### config.mk
export PLATFORM = sky130hd
export DESIGN_NAME = mem_port_arbiter
export DESIGN_NICKNAME = d
export VERILOG_FILES = /design/src/rtl/mem_arb_pkg.sv /design/src/rtl/arb_rr_pick.sv /design/src/rtl/mem_port_arbiter.sv
export SDC_FILE = /design/constraint.sdc
export NUM_CORES = 1
export LEC_CHECK = 0
export BUFFER_PORTS_ARGS = -buffer_cell sky130_fd_sc_hd__buf_2
export CORE_MARGIN = 2
export CORE_UTILIZATION = 35
export DETAILED_ROUTE_END_ITERATION = 6
export SYNTH_ARGS = -nofsm -noshare
export SYNTH_HDL_FRONTEND = slang
export SYNTH_HIERARCHICAL = 1
export SYNTH_SLANG_ARGS = --single-unit
### constraint.sdc
create_clock -name clk -period 4.43 [get_ports clk]
set_input_delay 0.2215 -clock clk [delete_from_list [all_inputs] [get_ports clk]]
set_output_delay 0.2215 -clock clk [all_outputs]
set_load 0.005 [all_outputs]
### src/rtl/mem_arb_pkg.sv
// Shared definitions for the two-port memory arbiter: FSM state encodings
// and requester port indices.
package mem_arb_pkg;

    typedef enum logic [1:0] {
        IDLE   = 2'b00,
        ACCESS = 2'b01,
        DONE   = 2'b10
    } arb_state_e;

    localparam logic PORT_CORE = 1'b0;
    localparam logic PORT_DBG  = 1'b1;

    localparam int NUM_PORTS = 2;
    localparam int CNT_W     = 4;

endpackage

### src/rtl/arb_rr_pick.sv
// Combinational winner selection between the core and debug ports.
// Default build: round-robin, the port that did not win last takes a conflict.
// With MEM_ARB_FIXED_PRIO_EN defined the core port always wins a conflict
// and rr_last is ignored.
module arb_rr_pick
    import mem_arb_pkg::*;
(
    input  logic [NUM_PORTS-1:0] req_i,
    input  logic                 rr_last_i,
    output logic                 gnt_vld_o,
    output logic                 gnt_idx_o
);

    // Pick the winning port index; a lone requester always wins
    always_comb begin
        gnt_vld_o = |req_i;
        gnt_idx_o = PORT_CORE;
        if (req_i[PORT_CORE] && req_i[PORT_DBG]) begin
`ifdef MEM_ARB_FIXED_PRIO_EN
            gnt_idx_o = PORT_CORE;
`else
            gnt_idx_o = ~rr_last_i;
`endif
        end else if (req_i[PORT_DBG]) begin
            gnt_idx_o = PORT_DBG;
        end
    end

endmodule

### src/rtl/mem_port_arbiter.sv
// Shares one single-port fixed-latency memory between the core (port 0) and
// the debug/program loader (port 1). Request is latched at grant, memory is
// driven for WAIT_CYCLES cycles, then a one-cycle done pulse is issued.
// Optional: MEM_ARB_FIXED_PRIO_EN makes port 0 win every conflict.
module mem_port_arbiter
    import mem_arb_pkg::*;
#(
    parameter int ADDR_W      = 32,
    parameter int DATA_W      = 32,
    parameter int WAIT_CYCLES = 2
) (
    input  logic                 clk,
    input  logic                 rst,
    input  logic [1:0]           req,
    input  logic [1:0]           we,
    input  logic [ADDR_W-1:0]    addr0,
    input  logic [ADDR_W-1:0]    addr1,
    input  logic [DATA_W-1:0]    wdata0,
    input  logic [DATA_W-1:0]    wdata1,
    output logic [1:0]           done,
    output logic [DATA_W-1:0]    rdata0,
    output logic [DATA_W-1:0]    rdata1,
    output logic                 busy,
    output logic                 owner,
    output logic                 mem_en,
    output logic                 mem_we,
    output logic [ADDR_W-1:0]    mem_addr,
    output logic [DATA_W-1:0]    mem_wdata,
    input  logic [DATA_W-1:0]    mem_rdata
);

    // Counter preload: cnt runs WAIT_CYCLES-1 down to 0 inside ACCESS
    localparam logic [CNT_W-1:0] CNT_INIT = CNT_W'(WAIT_CYCLES - 1);

    arb_state_e                      state_q, state_d;
    logic [CNT_W-1:0]                cnt_q, cnt_d;
    logic                            owner_q, owner_d;
    logic                            rr_last_q, rr_last_d;
    logic                            we_q, we_d;
    logic [ADDR_W-1:0]               addr_q, addr_d;
    logic [DATA_W-1:0]               wdata_q, wdata_d;
    logic [NUM_PORTS-1:0][DATA_W-1:0] rdata_q, rdata_d;

    logic [NUM_PORTS-1:0][ADDR_W-1:0] addr_in;
    logic [NUM_PORTS-1:0][DATA_W-1:0] wdata_in;
    logic                            gnt_vld, gnt_idx;
    logic                            in_access;

    assign addr_in  = {addr1, addr0};
    assign wdata_in = {wdata1, wdata0};

    arb_rr_pick u_pick (
        .req_i     (req),
        .rr_last_i (rr_last_q),
        .gnt_vld_o (gnt_vld),
        .gnt_idx_o (gnt_idx)
    );

    // State, counter, latched request and read-data registers
    always_ff @(posedge clk) begin
        if (rst) begin
            state_q   <= IDLE;
            cnt_q     <= '0;
            owner_q   <= PORT_CORE;
            rr_last_q <= PORT_DBG;
            we_q      <= 1'b0;
            addr_q    <= '0;
            wdata_q   <= '0;
            rdata_q   <= '0;
        end else begin
            state_q   <= state_d;
            cnt_q     <= cnt_d;
            owner_q   <= owner_d;
            rr_last_q <= rr_last_d;
            we_q      <= we_d;
            addr_q    <= addr_d;
            wdata_q   <= wdata_d;
            rdata_q   <= rdata_d;
        end
    end

    // Next-state: grant in IDLE, count wait states in ACCESS, pulse in DONE
    always_comb begin
        state_d   = state_q;
        cnt_d     = cnt_q;
        owner_d   = owner_q;
        rr_last_d = rr_last_q;
        we_d      = we_q;
        addr_d    = addr_q;
        wdata_d   = wdata_q;
        rdata_d   = rdata_q;
        case (state_q)
            IDLE: begin
                if (gnt_vld) begin
                    owner_d = gnt_idx;
                    we_d    = we[gnt_idx];
                    addr_d  = addr_in[gnt_idx];
                    wdata_d = wdata_in[gnt_idx];
                    cnt_d   = CNT_INIT;
                    state_d = ACCESS;
                end
            end
            ACCESS: begin
                if (cnt_q == '0) begin
                    // Writes leave the owner's read data untouched
                    if (!we_q)
                        rdata_d[owner_q] = mem_rdata;
                    rr_last_d = owner_q;
                    state_d   = DONE;
                end else begin
                    cnt_d = cnt_q - 1'b1;
                end
            end
            DONE:    state_d = IDLE;
            default: state_d = IDLE;
        endcase
    end

    // Memory side is quiet outside ACCESS; done is decoded from the DONE state
    always_comb begin
        in_access = (state_q == ACCESS);
        mem_en    = in_access;
        mem_we    = in_access & we_q;
        mem_addr  = in_access ? addr_q  : '0;
        mem_wdata = in_access ? wdata_q : '0;
        done      = '0;
        if (state_q == DONE)
            done[owner_q] = 1'b1;
    end

    assign busy   = (state_q != IDLE);
    assign owner  = owner_q;
    assign rdata0 = rdata_q[PORT_CORE];
    assign rdata1 = rdata_q[PORT_DBG];

endmodule

==> run summary, run 1 <==
Across all setup checks in the final design, the least slack found is 1760 ps. For the peak supply drop, the log shows 0.249 mV. The global placer's final weighted congestion is 0.739, and the reported leakage power is 4.15 nW. The worst hold path was traced through 3 stages. The tools report the count of endpoints failing setup in the final report as 0.

For the worst flop-to-flop path, the logic depth is 5. OpenSTA, run right after detailed placement, puts the worst setup slack at 2090 ps. The mean instance size in the synthesized netlist was 9.31 µm². The logs give 410 ps for the clock network latency to the later pin of the worst-skew pair and 0 for the number of max-cap violations.

The run gives 34 as the number of distinct standard cells referenced by the synthesized netlist. The clock tree synthesis step divided the H-tree into 4 levels. The worst setup path is launched from a flop. The async set or reset register ratio after synthesis came out at 0%. For the number of gates resized after CTS, the log shows 0. The first-pass GRT wire length was 25,500 µm; the via count of the first global-routing pass was 4,916. Measured against its own limit, the worst slew margin works out to 27.3%. The class of the worst hold path was input pin to flop.

The critical path start-end classification was flop to output pin. The floorplan has 48 rows. Type of destination of the critical path: an output pin.

The flop and latch count out of synthesis works out to 137. The detailed router placed 5,309 vias in this run. The run gives 0 as the count of final hold-check violations. Most common cell after layout, fill and taps aside: sky130_fd_sc_hd__buf_2. The area growth from synthesis to layout is 37.1%, and the detailed route wirelength on metal3 is 1480 µm.

The run gives 0 as the total congestion overflow after global routing. Cells with a size suffix above 1 make up 37.0% of the layout. The floorplan step defined a die boundary enclosing 0.0184 mm². Counting every instance in the synthesized netlist gives 653.

For this run, the top clock speed supported by timing is 374 MHz. Setup repair after global routing left no endpoint under its margin. For this run, the leading register cell type out of synthesis is sky130_fd_sc_hd__dfxtp_1. In the routed design, unresolved DRC markers number 0.

Clock tree synthesis found a total of 137 sinks. The maximum buffer depth of the clock tree came out at 2. Detailed routing placed a total of 7330 µm of wire on met2.

The logs give 6 for the total number of yosys warnings and 16,500 µm for the wire length after detailed routing. The final sum of negative setup slack came out at 0 ps. The clock skew after layout was 6.64 ps; the maximum number of pins on one net before global-route repair was 95. The tools report the area occupied by multi-input gates as 0.00309 mm². The die span in y works out to 136 µm.

Total power divided by cell area: 482 mW/mm². The uppermost metal layer occupied by signal nets was met4. The antenna diode count was 0.

The library cells used most frequently in the layout, excluding fill and tap cells, are sky130_fd_sc_hd__buf_2, sky130_fd_sc_hd__dfxtp_1, sky130_fd_sc_hd__mux2i_1. The tools report the detailed-router iteration count before antenna repair as 4. The post-CTS setup-driven buffer insertion count is 0.

The tools report the root buffer selected by CTS as sky130_fd_sc_hd__clkbuf_16. Across the whole layout, storage elements account for 0.00274 mm². Clock-pin slew was measured on the worst setup and hold paths at 60 ps. The count of nets left with antenna violations once routing finished came out at 0. The tools report the number of nets in the layout as 1,092. The placed wire-length estimate after detailed placement was 11,800 µm. For this run, the register share of the synthesized area comes to 45.1%.

The detailed router put a total of 7460 µm of wire on met1. The number of antenna violations at the first check in global routing is 0, and the quantity of I/O buffers inserted on ports is 299. Dividing the detail-routed wire length by the instance count gives 14.2 µm. Critical path data required time: 4210 ps. Once the floorplan was initialized, standard cells occupied 35.5% of the core. Synthesis produced a netlist with a net count of 821.

Global routing consumed, over all layers together, 17.7% of the routing resources. 300 I/O pins were placed. For the final number of max-transition violations, the log shows 0. The mapped netlist covers 0.00608 mm². After clock tree synthesis, the flow added hold-fix buffers numbering 0. For the pin with the worst max-slew slack, the measured transition is 1090 ps.

The worst path uses 60.3% of the clock period. For this block, the initial DRC count from the detailed router was 156. TritonCTS built the clock tree.

The post-route minimum period is 2670 ps, and the number of flops mapped to enable cells by yosys is 0. The endpoint arrival time on the critical path was 2450 ps; the horizontal die dimension was 136 µm. The critical-path maximum fanout came out at 50. The floorplan step defined a core boundary enclosing 0.0171 mm².

The flow ran to the end, and the final reports show no timing, DRC or antenna violations. After detailed routing, the number of vias per cell comes to 4.57. TritonCTS created 17 clock buffers. The filler cell count in the final layout came out at 1,666.
## stage by stage
stage	hold WS, ps	std cells	total power, mW	utilization [%]	instance area (µm²)
floorplan	383	653	2.19	-	6080
global placement	441	1130	2.52	44.9	7690
detailed placement	448	1130	2.53	44.9	7690
CTS	64.4	1162	4.07	48.7	8330
global route	80.9	1162	4.25	48.7	8330
finish	78.5	1162	4.01	48.7	8330
## critical path, stage by stage (launching register included)
cell	delay [ps]
sky130_fd_sc_hd__dfxtp_1	410
sky130_fd_sc_hd__nand2b_1	300
sky130_fd_sc_hd__clkinv_1	500
sky130_fd_sc_hd__buf_4	450
sky130_fd_sc_hd__and2_1	220
sky130_fd_sc_hd__buf_2	140
## path summary, 6_finish.rpt
path           startpoint    endpoint  slack, ps
max            state_q[1]      mem_we       1760
min          mem_rdata[8]   rdata1[8]         80
min reg2reg    rdata0[27]  rdata0[27]        460
max reg2reg    state_q[1]  rdata1[14]       2100
## state kept, by name, summed over array words and instances, names as in the netlist
signal and count:
rdata1 32, rdata0 32, cnt_q 4, wdata_q 32, rr_last_q 1, owner 1, we_q 1, state_q 2
addr_q 32
## cells by family after synthesis
group / Yosys count / share of synthesized area (%)
DFF: 137 / 45.1
adders and majority gates: 2 / 0.412
muxes: 130 / 21.4
buffers and inverters: 59 / 4.26
AOI/OAI and AO/OA: 75 / 9.16
and+or+nand+nor: 250 / 19.6
## area by class of cell
class / instances / share of cell area [%]
Clock buffer: 19 / 5.44
Clock inverter: 13 / 2.28
Inverter: 4 / 0.180
Multi-Input combinational cell: 457 / 37.1
Sequential cell: 137 / 32.9
Tap cell: 225 / 3.38
Timing Repair Buffer: 307 / 18.7
## routing by layer
metal  vias up  GRT usage [%]
met4         0           6.08
met5         -              0
met3        19           6.25
met1      2290           21.8
li1       2791              -
met2       209           28.7
## power by group
part           switching, mW  internal [mW]  total [mW]
clock network          0.548          0.977        1.53
logic                  0.530          0.431       0.961
registers              0.101           1.43        1.53
total                   1.18           2.83        4.01
## cell usage after synthesis (2+ instances only)
| cell | count | share of area (%) |
|---|---|---|
| sky130_fd_sc_hd__clkbuf_1 | 33 | 2.0 |
| sky130_fd_sc_hd__inv_1 | 3 | 0.19 |
| sky130_fd_sc_hd__nor3_1 | 2 | 0.16 |
| sky130_fd_sc_hd__nor2_1 | 65 | 4.0 |
| sky130_fd_sc_hd__a21oi_1 | 2 | 0.16 |
| sky130_fd_sc_hd__a211oi_1 | 67 | 8.3 |
| sky130_fd_sc_hd__buf_6 | 3 | 0.56 |
| sky130_fd_sc_hd__buf_1 | 7 | 0.43 |
| sky130_fd_sc_hd__dfxtp_1 | 137 | 45 |
| sky130_fd_sc_hd__nand2_1 | 98 | 6.1 |
| sky130_fd_sc_hd__ha_1 | 2 | 0.41 |
| sky130_fd_sc_hd__or3_1 | 3 | 0.31 |
| sky130_fd_sc_hd__nand3_1 | 3 | 0.25 |
| sky130_fd_sc_hd__mux2i_1 | 130 | 21 |
| sky130_fd_sc_hd__buf_2 | 12 | 0.99 |
| sky130_fd_sc_hd__and2_1 | 65 | 6.7 |
| sky130_fd_sc_hd__nor3b_1 | 4 | 0.49 |
(Power assumes the default switching activity.)
==> inputs of run 2 (changes only) <==
Clock period 4.43 ns to 2.8 ns, I/O delays scaled along.
==> run 2 against run 1 <==
Power up 59%. Critical endpoint is now mem_wdata[26]. Critical path type unchanged. Worst hold slack worse by 56 ps. Highest routed layer unchanged. Sequential cell count unchanged. Global-route usage up 0.18 points. Sequential power up 58%. Clock skew up 1.3 ps. Register-to-register slack worse by 1400 ps. Largest power group is now the clock network.
==> run summary, run 2 (synthesis results as in run 1) <==
The detailed-router iteration count before antenna repair is 4 (unchanged), and the critical path data required time is 2660 ps (was 4210 ps). The peak supply drop came out at 0.453 mV (was 0.249 mV). The tools report the worst setup slack for register-to-register paths as 730 ps (was 2100 ps).

The tools report the length of routed met2 wiring as 7880 µm (was 7330 µm). The wire length after detailed routing was 16,800 µm (was 16,500 µm); the filler cell count in the final layout was 1,676 (was 1,666). The actual transition at the worst max-transition pin was 740 ps (was 1090 ps). The total via count after detailed routing came out at 5,487 (was 5,309). Crit path cell chain: nand2b_1, clkinv_1, buf_4, and2_1, buf_2 (unchanged). The type of destination of the critical path is an output pin (unchanged). The hold path startpoint was mem_rdata[11] (was mem_rdata[8]). Total power divided by cell area: 741 mW/mm² (was 482 mW/mm²).

The detailed route wirelength on metal3 came out at 1420 µm (was 1480 µm). For the maximum number of pins on one net before global-route repair, the log shows 135 (was 95). The run finished with clean final reports.

The start of the worst register-to-register path is cnt_q[0] (was state_q[1]). The final number of max-transition violations was 0 (unchanged). For this run, the top clock speed supported by timing is 452 MHz. The maximum buffer depth of the clock tree is 2 (unchanged), and the clock network latency to the later pin of the worst-skew pair is 410 ps (about the same).

The deepest level of the CTS H-tree is 4 (unchanged). The layout cell share with drive strength beyond 1 is 36.1% (was 37.0%). The uppermost metal layer occupied by signal nets was met4 (unchanged).

The wire length on met1 is 7330 µm (was 7460 µm). Via density per instance: 4.63 (was 4.57). The clock period could shrink to 2210 ps.

The class of the worst hold path was input pin to flop (unchanged). The number of non-filler instances in the completed layout came out at 1,186 (was 1,162). The logs give 137 (unchanged) for the CTS sink count and 5,171 (was 4,916) for the via count of the first global-routing pass. After layout, the worst path uses 79.1% of the clock period.

Critical path start-end classification: flop to output pin (unchanged). The tools report the initial detailed-routing violation count as 193 (was 156). The number of remaining DRC errors was 0 (unchanged). Slowest library cell on the worst path: sky130_fd_sc_hd__buf_4 (was sky130_fd_sc_hd__clkinv_1). The core region area was 0.0171 mm² (unchanged); the horizontal die dimension was 136 µm (unchanged). The endpoint arrival time on the critical path is 2070 ps (was 2450 ps). TritonCTS built the clock tree. The number of nets in the layout came out at 1,116 (was 1,092). For the worst-case headroom to the max-slew limit, the log shows 50.7% (was 27.3%).

For the final sum of negative setup slack, the log shows 0 ps (unchanged). The total CTS buffers was 17 (unchanged); the clock transition at the registers of the reported paths was 60 ps (about the same). The tools report the root buffer selected by CTS as sky130_fd_sc_hd__clkbuf_16 (unchanged).

The run gives 35.5% (unchanged) as the starting utilization of the core area. The critical-path maximum fanout is 69 (was 50). Endpoint with the worst hold slack: rdata0[11] (was rdata1[8]). Setup repair after global routing left no endpoint under its margin.

The first-pass GRT wire length was 25,900 µm (was 25,500 µm); the post-CTS setup-driven buffer insertion count was 0 (unchanged). The antenna diode count was 0 (unchanged); the number of antenna violations at the first check in global routing was 0 (unchanged). The global router's overall resource usage is 17.9% (was 17.7%), and the total die area is 0.0184 mm² (unchanged).

Family of cells with the greatest summed delay on the critical path: buffers and inverters (unchanged). The logs give 7.94 ps (was 6.64 ps) for the clock skew after layout and 11,600 µm (was 11,800 µm) for the placed wire-length estimate after detailed placement. The number of placed instances with taps included came out at 1,130 (unchanged). The stage delay of the slowest cell on the critical path is 480 ps (was 500 ps), and the die span in y is 136 µm (unchanged).

The placement-stage cell area was 0.00771 mm² (was 0.00769 mm²); the total congestion overflow after global routing was 0 (unchanged). The number of stages on the worst hold path was 3 (unchanged). The tools report the kind of start point of the critical path as a flop (unchanged). The detailed-route wire length per cell was 14.2 µm (about the same); the final setup slack of the worst path was 586 ps (was 1760 ps). The post-route cell area is 0.00860 mm² (was 0.00833 mm²). The number of max-cap violations was 0 (unchanged). The count of final hold-check violations is 0 (unchanged), and the number of cells on the worst reg-to-reg path is 6 (was 5).

The run gives 0.743 (was 0.739) as the global placer's final weighted congestion. First element of the critical path: state_q[0] (was state_q[1]). The most common cell after layout, fill and taps aside is sky130_fd_sc_hd__buf_2 (unchanged). The run gives 0 (unchanged) as the number of nets with antenna violations after detailed routing. The quantity of I/O buffers inserted on ports is 299 (unchanged). The logs give 22.6 ps (was 78.5 ps) for the final hold slack and 300 (unchanged) for the top-level I/O count. The worst path buffer plus inverter count works out to 3 (unchanged). Row count: 48 (unchanged). For the reported leakage power, the log shows 4.26 nW (was 4.15 nW).

The run gives 0 (unchanged) as the count of endpoints failing setup in the final report. The run gives 748 ps (was 2090 ps) as the pre-CTS worst setup slack. The area growth from synthesis to layout is 41.5% (was 37.1%). End of the worst register-to-register path: rdata0[6] (was rdata1[14]). Most frequent cells in the layout: sky130_fd_sc_hd__buf_2, sky130_fd_sc_hd__dfxtp_1, sky130_fd_sc_hd__mux2i_1 (unchanged).
-- run 2: cell types whose count changed in the layout (fill, tap and decap cells not counted), sizes merged --
cell,delta
clkinvlp,+1
dlygate4sd3,+24
inv,-1
-- run 2: layout make-up --
class	instances	area, µm²	share of cell area (%)
Multi-Input combinational cell	457	3090	36.0
Clock inverter	13	193	2.24
Clock buffer	19	453	5.27
Tap cell	225	282	3.27
Inverter	4	15.0	0.175
Sequential cell	137	2740	31.9
Timing Repair Buffer	331	1820	21.2
-- run 2: through the flow --
step           utilization, %  total power [mW]
2_1_floorplan               -              3.46
3_3_place_gp             45.1              3.98
3_5_place_dp             45.1              4.00
4_1_cts                  50.2              6.48
5_1_grt                  50.2              6.75
6_report                 50.2              6.37
-- run 2: worst max-delay path by stage --
stage	to	cells after the start
floorplan	rdata0[10]	7
CTS	mem_wdata[26]	5
global placement	rdata0[18]	6
detailed placement	rdata0[6]	6
finish	mem_wdata[26]	5
global route	mem_addr[26]	5
-- run 2: layer usage --
metal  GRT usage (%)  up-vias
met4            6.08        0
li1                -     2838
met3            6.47       16
met2            30.1      210
met1            21.1     2423
met5               0        -
-- run 2: repair_timing --
action                    CTS  global route
hold endpoints to repair   44             0
gates resized for setup     0             0
hold buffers               24             0
-- run 2: report_power, final --
part	switching, mW	total, mW	internal, mW
clock	0.872	2.42	1.55
sequential	0.159	2.41	2.26
combinational	0.833	1.54	0.708
total	1.86	6.37	4.51
-- run 2: tightest hold or removal path: cells and delay by family --
kind | cells | cell delay, ps
buffers and inverters | 1 | 110
muxes | 1 | 70
and+or+nand+nor | 1 | 70
